### src/rtl/alu_seq_if.sv
// Command, response and ALU-side signals of the sequencer.
// The slave modport is the sequencer; the master is the environment (control path plus ALU).
interface alu_seq_if;
  logic       cmd_valid;
  logic       cmd_ready;
  logic [2:0] cmd_op;
  logic [7:0] cmd_data;
  logic [1:0] alu_opcode;
  logic [7:0] alu_a;
  logic [7:0] alu_b;
  logic [7:0] alu_out;
  logic       alu_carry;
  logic       rsp_valid;
  logic       rsp_ready;
  logic [7:0] rsp_data;
  logic       rsp_carry;
  logic       rsp_err;
  logic [7:0] acc;

  modport slave (
    input  cmd_valid, cmd_op, cmd_data, alu_out, alu_carry, rsp_ready,
    output cmd_ready, alu_opcode, alu_a, alu_b, rsp_valid, rsp_data,
           rsp_carry, rsp_err, acc
  );

  modport master (
    output cmd_valid, cmd_op, cmd_data, alu_out, alu_carry, rsp_ready,
    input  cmd_ready, alu_opcode, alu_a, alu_b, rsp_valid, rsp_data,
           rsp_carry, rsp_err, acc
  );
endinterface

### src/rtl/alu_seq.sv
// Accumulator command sequencer in front of an external 8-bit AND/OR/ADD/SUB ALU.
// Non-MUL commands answer 2 cycles after accept and MUL after 9; one command is in flight at a time.
module alu_seq (
  input  logic      clk,
  input  logic      reset,
  alu_seq_if.slave  bus
);
  typedef enum logic [1:0] {IDLE, EXEC, MUL, RESP} state_t;

  localparam logic [2:0] OP_LOAD = 3'd4;
  localparam logic [2:0] OP_MUL  = 3'd5;
  localparam logic [1:0] ALU_ADD = 2'b10;

  state_t     state, state_nx;
  logic [2:0] op_q;
  logic [7:0] data_q;
  logic [7:0] acc_q;
  logic [1:0] opc_q;
  logic [7:0] a_q, b_q;
  logic [7:0] rdata_q;
  logic       rcarry_q, rerr_q;
  logic [7:0] m_q, q_q, p_q;
  logic [2:0] i_q;
  logic       ovf_q;

  logic        accept;
  logic [15:0] m_sh;
  logic        take;
  logic [7:0]  p_nx;
  logic        ovf_nx;
  logic [2:0]  i_nx;
  logic [7:0]  m_sh_nx;

  assign accept  = bus.cmd_valid && (state == IDLE);
  assign m_sh    = {8'h00, m_q} << i_q;
  assign take    = q_q[i_q];
  assign p_nx    = take ? bus.alu_out : p_q;
  // Product exceeds 8 bits if a taken add carries out or a taken partial product lost bits.
  assign ovf_nx  = ovf_q | (take & (bus.alu_carry | (m_sh[15:8] != 8'h00)));
  assign i_nx    = i_q + 3'd1;
  assign m_sh_nx = m_q << i_nx;

  always_ff @(posedge clk or posedge reset) begin
    if (reset) state <= IDLE;
    else       state <= state_nx;
  end

  always_comb begin
    state_nx      = state;
    bus.cmd_ready = 1'b0;
    bus.rsp_valid = 1'b0;
    case (state)
      IDLE: begin
        bus.cmd_ready = 1'b1;
        if (bus.cmd_valid) state_nx = (bus.cmd_op == OP_MUL) ? MUL : EXEC;
      end
      EXEC: state_nx = RESP;
      MUL:  if (i_q == 3'd7) state_nx = RESP;
      RESP: begin
        bus.rsp_valid = 1'b1;
        if (bus.rsp_ready) state_nx = IDLE;
      end
      default: state_nx = IDLE;
    endcase
  end

  always_ff @(posedge clk or posedge reset) begin
    if (reset) begin
      op_q     <= 3'd0;
      data_q   <= 8'h00;
      acc_q    <= 8'h00;
      opc_q    <= 2'b00;
      a_q      <= 8'h00;
      b_q      <= 8'h00;
      rdata_q  <= 8'h00;
      rcarry_q <= 1'b0;
      rerr_q   <= 1'b0;
      m_q      <= 8'h00;
      q_q      <= 8'h00;
      p_q      <= 8'h00;
      i_q      <= 3'd0;
      ovf_q    <= 1'b0;
    end else begin
      case (state)
        IDLE: if (accept) begin
          op_q   <= bus.cmd_op;
          data_q <= bus.cmd_data;
          if (bus.cmd_op == OP_MUL) begin
            opc_q <= ALU_ADD;
            a_q   <= 8'h00;
            b_q   <= acc_q;
            m_q   <= acc_q;
            q_q   <= bus.cmd_data;
            p_q   <= 8'h00;
            i_q   <= 3'd0;
            ovf_q <= 1'b0;
          end else if (!bus.cmd_op[2]) begin
            opc_q <= bus.cmd_op[1:0];
            a_q   <= acc_q;
            b_q   <= bus.cmd_data;
          end
        end
        EXEC: begin
          rcarry_q <= 1'b0;
          if (!op_q[2]) begin
            acc_q   <= bus.alu_out;
            rdata_q <= bus.alu_out;
            if (op_q[1]) rcarry_q <= bus.alu_carry;
          end else if (op_q == OP_LOAD) begin
            acc_q   <= data_q;
            rdata_q <= data_q;
          end else begin
            rdata_q <= acc_q;
            rerr_q  <= 1'b1;
          end
        end
        MUL: begin
          p_q   <= p_nx;
          ovf_q <= ovf_nx;
          i_q   <= i_nx;
          a_q   <= p_nx;
          b_q   <= m_sh_nx;
          if (i_q == 3'd7) begin
            acc_q    <= p_nx;
            rdata_q  <= p_nx;
            rcarry_q <= ovf_nx;
          end
        end
        RESP: if (bus.rsp_ready) rerr_q <= 1'b0;
        default: ;
      endcase
    end
  end

  assign bus.acc        = acc_q;
  assign bus.alu_opcode = opc_q;
  assign bus.alu_a      = a_q;
  assign bus.alu_b      = b_q;
  assign bus.rsp_data   = rdata_q;
  assign bus.rsp_carry  = rcarry_q;
  assign bus.rsp_err    = rerr_q;
endmodule

### src/flat_wrapper.sv
// flat-port wrapper written by rule: the top's interface ports become plain ports
module alu_seq_flat 
  (clk, reset, bus_cmd_valid, bus_cmd_op, bus_cmd_data, bus_alu_out, bus_alu_carry, bus_rsp_ready, bus_cmd_ready, bus_alu_opcode, bus_alu_a, bus_alu_b, bus_rsp_valid, bus_rsp_data, bus_rsp_carry, bus_rsp_err, bus_acc);
  alu_seq_if bus_i ();
  input  logic clk;
  input  logic reset;
  input wire logic [$bits(bus_i.cmd_valid)-1:0] bus_cmd_valid;
  input wire logic [$bits(bus_i.cmd_op)-1:0] bus_cmd_op;
  input wire logic [$bits(bus_i.cmd_data)-1:0] bus_cmd_data;
  input wire logic [$bits(bus_i.alu_out)-1:0] bus_alu_out;
  input wire logic [$bits(bus_i.alu_carry)-1:0] bus_alu_carry;
  input wire logic [$bits(bus_i.rsp_ready)-1:0] bus_rsp_ready;
  output wire logic [$bits(bus_i.cmd_ready)-1:0] bus_cmd_ready;
  output wire logic [$bits(bus_i.alu_opcode)-1:0] bus_alu_opcode;
  output wire logic [$bits(bus_i.alu_a)-1:0] bus_alu_a;
  output wire logic [$bits(bus_i.alu_b)-1:0] bus_alu_b;
  output wire logic [$bits(bus_i.rsp_valid)-1:0] bus_rsp_valid;
  output wire logic [$bits(bus_i.rsp_data)-1:0] bus_rsp_data;
  output wire logic [$bits(bus_i.rsp_carry)-1:0] bus_rsp_carry;
  output wire logic [$bits(bus_i.rsp_err)-1:0] bus_rsp_err;
  output wire logic [$bits(bus_i.acc)-1:0] bus_acc;
  assign bus_i.cmd_valid = bus_cmd_valid;
  assign bus_i.cmd_op = bus_cmd_op;
  assign bus_i.cmd_data = bus_cmd_data;
  assign bus_i.alu_out = bus_alu_out;
  assign bus_i.alu_carry = bus_alu_carry;
  assign bus_i.rsp_ready = bus_rsp_ready;
  assign bus_cmd_ready = bus_i.cmd_ready;
  assign bus_alu_opcode = bus_i.alu_opcode;
  assign bus_alu_a = bus_i.alu_a;
  assign bus_alu_b = bus_i.alu_b;
  assign bus_rsp_valid = bus_i.rsp_valid;
  assign bus_rsp_data = bus_i.rsp_data;
  assign bus_rsp_carry = bus_i.rsp_carry;
  assign bus_rsp_err = bus_i.rsp_err;
  assign bus_acc = bus_i.acc;
  alu_seq u_core (.clk(clk), .reset(reset), .bus(bus_i));
endmodule
### config.mk
export PLATFORM = sky130hd
export DESIGN_NAME = alu_seq_flat
export DESIGN_NICKNAME = d
export VERILOG_FILES = /design/src/rtl/alu_seq_if.sv /design/src/rtl/alu_seq.sv /design/src/flat_wrapper.sv
export SDC_FILE = /design/constraint.sdc
export NUM_CORES = 1
export LEC_CHECK = 0
export ABC_AREA = 0
export CORE_MARGIN = 5
export CORE_UTILIZATION = 37
export CTS_CLUSTER_SIZE = 24
export DETAILED_ROUTE_END_ITERATION = 8
export HOLD_SLACK_MARGIN = 0.15
export MAX_ROUTING_LAYER = met4
export PLACE_DENSITY_LB_ADDON = 0.15
export SLEW_MARGIN = 10
export SYNTH_ARGS = -nofsm -noshare
export SYNTH_HDL_FRONTEND = slang
export SYNTH_SLANG_ARGS = --single-unit
### constraint.sdc
create_clock -name clk -period 5.67 [get_ports clk]
set_clock_uncertainty 0.1 [all_clocks]
set_input_delay 0.8505 -clock clk [delete_from_list [all_inputs] [get_ports clk]]
set_output_delay 0.8505 -clock clk [all_outputs]
set_load 0.01 [all_outputs]
==> flow_metrics.py, run 1 <==
metrics = {
    "status": {
        "outcome": "completed",
    },
    "synth": {
        "synthesis.nets": 374,
        "ys_dominant_reg_cell": "dfrtp_1",
        "ys_seq_area_share_pct": 45.1,
        "synth_seq_cells": 69,
        "synth_top_area_cell": "dfrtp_1",
        "ys_types": 46,
        "yosys_warnings": 0,
        "synth_edf_count": 0,
        "synth.avg_cell_area_um2": 11.1,
        "syn_inst": 344,
        "syn_area_um2": 3830,
        "synthArstFlopShare_pct": 100,
        "synth_area_leaders": "dfrtp_1, mux2_2, mux2i_1, mux4_2, o21ai_0",
        "yosysTopAreaCellShare_pct": 45.1,
    },
    "clock_network": {
        "numCtsBuffers": 9,
        "clk_pin_slew_ns": 0.07,
        "cts_htree_levels": 3,
        "clk_latency_ns": 0.35,
        "postCtsSetupBuffers": 0,
        "cts_buffer_depth": 2,
        "cts-resized-gates": 0,
        "cts_hold_buf": 0,
        "root_buffer": "clkbuf_8",
        "cts_sinks": 69,
        "cts_tree": "done",
    },
    "hold_path": {
        "hold_path_class": "reg -> reg",
        "hold_depth": 2,
    },
    "worst_setup_path": {
        "worst-path-max-fanout": 11,
        "r2r_end": "u_core.bus.acc[4]",
        "critPathTopFamily": "simple AND/OR/NAND/NOR gates",
        "reg2reg_slack_ns": 2.86,
        "start_kind": "input port",
        "cp-startpoint": "bus_cmd_op[2]",
        "path_buf_inv": 1,
        "cp.depth": 5,
        "critPathKind": "in -> reg",
        "crit_path_end": "u_core.p_q[2]",
        "critical_path_required_ns": 5.85,
        "crit_chain": "clkdlybuf4s50_1 -> and3b_1 -> a21oi_1 -> nor3_2 -> a22o_1",
        "slowest_delay_ns": 0.66,
        "critPathCaptureType": "register",
        "rr_startpoint": "u_core.i_q[0]",
        "cp_slowest_cell": "and3b_1",
        "reg2regPathDepth": 4,
        "crit_arrival_ns": 3.19,
    },
    "layout": {
        "fin_util_pct": 45.6,
        "mostFrequentLayoutCells": "dfrtp_1, clkdlybuf4s50_1, mux2_2",
        "fin_nets": 421,
        "area_growth_pct": 22.0,
        "fin_area_um2": 4670,
        "multiInputGateArea_um2": 1880,
        "layout-drive-gt1-share_pct": 15.9,
        "n_antenna_cell": 0,
        "fillCellCount": 968,
        "layout_commonest_cell": "dfrtp_1",
        "ff_latch_area_um2": 1730,
    },
    "grt": {
        "grt_pass1_wl_mm": 17.5,
        "antenna_found_initial": 0,
        "grt_overflow": 0,
        "first_global_vias": 3088,
        "grt_max_degree": 70,
        "grtUsageTotal_pct": 18.3,
    },
    "sta": {
        "finalSetupViolCount": 0,
        "max_freq_ghz": 0.332,
        "rsz0062_at_grt": "no",
        "fin_setup_tns_ns": 0,
        "hold_viol_final": 0,
        "worst_slew_pin_slew_ns": 0.942,
        "period_share_pct": 53.2,
        "final_max_slew_viol_count": 0,
        "period_needed_ns": 3.02,
        "slew_headroom_pct": 36.9,
    },
    "die": {
        "io_pins": 62,
        "rows": 37,
        "fp.coreArea_um2": 10200,
        "initial_core_util_pct": 37.4,
        "die-area_um2": 12500,
        "die_w_um": 112,
        "fp.dieH_um": 112,
    },
    "placement": {
        "place_hpwl_mm": 7.49,
        "place_congestion": 0.826,
        "io_buffers": 61,
        "dpl_cell_area_um2": 4470,
    },
    "drt": {
        "final_antenna_net_count": 0,
        "via_count": 3003,
        "routed_wl_mm": 10.9,
        "drcViolationCount": 0,
        "drt_iter0_drc": 226,
        "avgViaCountPerCell": 5.64,
        "routedWlPerCell_um": 20.5,
        "dr.pass1.iters": 4,
    },
    "power": {
        "powerDensity_nw_per_um2": 619,
        "vdd_drop_max_uv": 200,
        "leakage_uw": 0.00195,
    },
    "flow_run": {
        "max_cap_violations": 0,
    },
}
per-stage QoR:
| step | cells | setup slack [ns] | hold slack [ns] | power [uW] |
|---|---|---|---|---|
| after floorplan | 344 | 2.98 | 0.366 | 1970 |
| after global placement | 516 | 2.43 | 0.370 | 2470 |
| after detailed placement | 516 | 2.31 | 0.375 | 2490 |
| after CTS | 532 | 2.69 | 0.393 | 2910 |
| after global routing | 532 | 2.50 | 0.426 | 3090 |
| final | 532 | 2.65 | 0.391 | 2890 |
worst reg2reg max path, cell delays in order (launching register included):
cell and delay [ns]:
dfrtp_1 0.82, mux4_2 0.65, mux2i_4 0.58, mux2i_1 0.39, o221ai_1 0.14
final cells by class:
type	instances	area share, %
inverter	13	1.05
sequential	69	37.0
clock inverter	6	1.31
clock buffer	10	2.95
multi-input combinational	233	40.4
timing repair buffer	65	13.7
tap	136	3.64
Yosys cell counts (2+ instances only):
cell,instances
buf_2,5
clkbuf_1,13
o211ai_1,5
o21ai_0,22
mux4_1,2
a22oi_1,8
o31ai_1,11
ha_1,6
nand3b_1,2
buf_4,8
o22ai_1,10
o22a_1,2
and3_1,2
inv_1,13
nand3_1,5
o221ai_1,10
and2_1,9
a2111oi_0,2
nor2_1,7
dfrtp_1,69
mux2_2,34
a21oi_1,14
mux2i_1,25
mux4_2,5
nand2_1,24
o32a_1,2
a21o_1,2
nor3_1,3
a22o_1,7
kinds of logic (layout without fill, tap and decap cells):
kind of cell | after synthesis | count (layout) | synth area share, %
muxes | 67 | 67 | 21.4
buffers and inverters | 42 | 94 | 5.69
adders and majority gates | 6 | 6 | 1.96
and+or+nand+nor | 60 | 60 | 7.91
DFF | 69 | 69 | 45.1
AOI/OAI and AO/OA | 100 | 100 | 17.9
where the power goes:
group	total (uW)	switching [uW]	leakage, uW	internal [uW]
registers	1020	282	0.000857	734
clock network	412	197	0.000102	214
logic	1460	714	0.000987	749
total	2890	1190	0.00195	1700
worst min-delay path by stage:
stage | startpoint | endpoint | slack, ns
detailed placement | u_core.bus.alu_b[2] | u_core.bus.alu_b[2] | 0.38
global route | u_core.p_q[5] | u_core.p_q[5] | 0.43
CTS | u_core.bus.alu_b[2] | u_core.bus.alu_b[2] | 0.39
floorplan | u_core.p_q[0] | u_core.p_q[0] | 0.37
finish | u_core.bus.alu_b[2] | u_core.bus.alu_b[2] | 0.39
global placement | u_core.bus.alu_b[0] | u_core.bus.alu_b[0] | 0.37
sequential cells by signal, indices dropped and copies added, names as in the netlist:
register and cells:
u_core.bus.acc 8, u_core.bus.alu_a 8, u_core.bus.alu_b 8, u_core.bus.alu_opcode 2, u_core.bus.rsp_carry 1, u_core.bus.rsp_err 1
u_core.data_q 8, u_core.i_q 3, u_core.m_q 8, u_core.op_q 3, u_core.ovf_q 1, u_core.p_q 8
u_core.q_q 8, u_core.state 2
metal layers:
metal | share of wire (%) | global-route usage [%] | wire length, um | up-vias
met3 | 4.2 | 2.45 | 459 | 14
met4 | 2.1 | 6.33 | 224 | 0
met1 | 47 | 25.0 | 5170 | 1509
met2 | 46 | 28.1 | 5050 | 90
met5 | 0 | - | 0 | -
li1 | - | - | - | 1390
Note: power is estimated with default switching activity, not from simulation.
==> inputs of run 2 (changes only) <==
==> constraint.sdc (replaced) <==
create_clock -name clk -period 3.1 [get_ports clk]
set_clock_uncertainty 0.1 [all_clocks]
set_input_delay 0.465 -clock clk [delete_from_list [all_inputs] [get_ports clk]]
set_output_delay 0.465 -clock clk [all_outputs]
set_load 0.01 [all_outputs]
==> flow_metrics.py, run 2 (same netlist as run 1, synthesis figures left out) <==
metrics = {
    "drt": {
        "final_antenna_net_count": 0,
        "routed_wl_mm": 11.0,
        "routedWlPerCell_um": 20.4,
        "drt_iter0_drc": 188,
        "via_count": 3054,
        "avgViaCountPerCell": 5.67,
        "drcViolationCount": 0,
        "dr.pass1.iters": 4,
    },
    "worst_setup_path": {
        "cp_slowest_cell": "ha_1",
        "reg2reg_slack_ns": 0.44,
        "r2r_end": "u_core.bus.alu_b[5]",
        "reg2regPathDepth": 4,
        "crit_chain": "ha_1 -> mux4_2 -> a2111oi_0 -> a311oi_1",
        "crit_arrival_ns": 2.75,
        "cp-startpoint": "u_core.i_q[0]",
        "slowest_delay_ns": 0.68,
        "worst-path-max-fanout": 18,
        "rr_startpoint": "u_core.i_q[0]",
        "crit_path_end": "u_core.bus.alu_b[5]",
        "critPathKind": "reg -> reg",
        "start_kind": "register",
        "critPathCaptureType": "register",
        "critical_path_required_ns": 3.19,
    },
    "layout": {
        "area_growth_pct": 23.2,
        "fin_cells": 539,
        "fin_nets": 430,
        "mostFrequentLayoutCells": "dfrtp_1, clkdlybuf4s50_1, mux2_2",
        "layout_commonest_cell": "dfrtp_1",
        "n_antenna_cell": 0,
        "layout-drive-gt1-share_pct": 16.9,
        "fin_area_um2": 4720,
    },
    "clock_network": {
        "cts_sinks": 69,
        "cts-resized-gates": 0,
        "numCtsBuffers": 9,
        "cts_tree": "done",
        "cts_buffer_depth": 2,
        "cts_hold_buf": 0,
        "clk_pin_slew_ns": 0.07,
        "postCtsSetupBuffers": 0,
        "root_buffer": "clkbuf_8",
        "cts_htree_levels": 3,
        "clk_latency_ns": 0.34,
    },
    "sta": {
        "fin_setup_tns_ns": 0,
        "period_needed_ns": 2.66,
        "rsz0062_at_grt": "no",
        "period_share_pct": 85.7,
        "finalSetupViolCount": 0,
        "worst_slack_ns": 0.443,
        "fin_hold_ws_ns": 0.382,
        "slew_headroom_pct": 52.0,
        "max_freq_ghz": 0.376,
        "hold_viol_final": 0,
        "worst_slew_pin_slew_ns": 0.720,
        "final_max_slew_viol_count": 0,
    },
    "die": {
        "die_w_um": 112,
        "initial_core_util_pct": 37.4,
        "rows": 37,
        "fp.dieH_um": 112,
        "die-area_um2": 12500,
        "fp.coreArea_um2": 10200,
        "io_pins": 62,
    },
    "grt": {
        "use_met3_pct": 2.93,
        "first_global_vias": 3138,
        "grt.busiest_layer": "met2",
        "grtUsageTotal_pct": 18.4,
        "grt_overflow": 0,
        "grt_pass1_wl_mm": 17.6,
        "grt_max_degree": 70,
        "antenna_found_initial": 0,
        "gr-usage-met2_pct": 28.6,
        "gr-usage-met1_pct": 24.3,
    },
    "placement": {
        "place_hpwl_mm": 7.65,
        "numPlacedInstances": 525,
        "dpl_cell_area_um2": 4550,
        "dpl_worst_slack_ns": 0.442,
        "place_congestion": 0.870,
        "io_buffers": 61,
    },
    "status": {
        "outcome": "completed",
    },
    "flow_run": {
        "max_cap_violations": 0,
    },
    "power": {
        "powerDensity_nw_per_um2": 1120,
        "leakage_uw": 0.00197,
        "vdd_drop_max_uv": 376,
    },
    "hold_path": {
        "hold_path_class": "reg -> reg",
    },
}
[run 2: power breakdown]
part | total, uW | switching, uW | internal, uW
Clock | 651 | 324 | 327
Combinational | 2750 | 1320 | 1440
Sequential | 1860 | 519 | 1340
Total | 5270 | 2160 | 3110
[run 2: layout make-up]
type / instances / area (um2)
timing repair buffer: 74 / 721
inverter: 13 / 48.8
clock inverter: 1 / 7.51
multi-input combinational: 233 / 1880
tap: 136 / 170
clock buffer: 13 / 159
fill: 963 / 5510
sequential: 69 / 1730
[run 2: metal layers]
| metal | vias up | routed length (um) |
|---|---|---|
| met2 | 94 | 5200 |
| met1 | 1538 | 5110 |
| met4 | 0 | 174 |
| li1 | 1406 | - |
| met5 | - | 0 |
| met3 | 16 | 514 |
[run 2: critical path, delay by kind of cell (launching register included)]
family / cells / cell delay (ns)
adders and majority gates: 1 / 0.68
AOI/OAI and AO/OA: 2 / 0.53
DFF: 1 / 0.64
muxes: 1 / 0.56
[run 2: worst min path at each step]
stage,startpoint,end,slack (ns),depth (start not counted)
2_1_floorplan,u_core.p_q[0],u_core.p_q[0],0.37,1
3_3_place_gp,u_core.bus.alu_b[0],u_core.bus.alu_b[0],0.37,2
3_5_place_dp,u_core.bus.alu_b[2],u_core.bus.alu_b[2],0.37,2
4_1_cts,u_core.bus.alu_b[2],u_core.bus.alu_b[2],0.39,2
5_1_grt,u_core.bus.alu_b[7],u_core.bus.alu_b[7],0.42,1
6_report,u_core.bus.alu_b[2],u_core.bus.alu_b[2],0.38,2
[run 2: through the flow]
stage / utilization [%] / total power, uW
after floorplan: - / 3600
after global placement: 44.5 / 4590
after detailed placement: 44.5 / 4630
after CTS: 46.1 / 5310
after global routing: 46.1 / 5650
final: 46.1 / 5270
==> inputs of run 3 (changes only) <==
--- a/config.mk
+++ b/config.mk
@@ -5,12 +5,10 @@
 export SDC_FILE = /design/constraint.sdc
 export NUM_CORES = 1
 export LEC_CHECK = 0
-export ABC_AREA = 0
 export CORE_MARGIN = 5
 export CORE_UTILIZATION = 37
 export CTS_CLUSTER_SIZE = 24
 export DETAILED_ROUTE_END_ITERATION = 8
-export HOLD_SLACK_MARGIN = 0.15
 export MAX_ROUTING_LAYER = met4
 export PLACE_DENSITY_LB_ADDON = 0.15
 export SLEW_MARGIN = 10
==> results of run 3 <==
The final DEF is identical to that of run 2; final timing and power are the same.
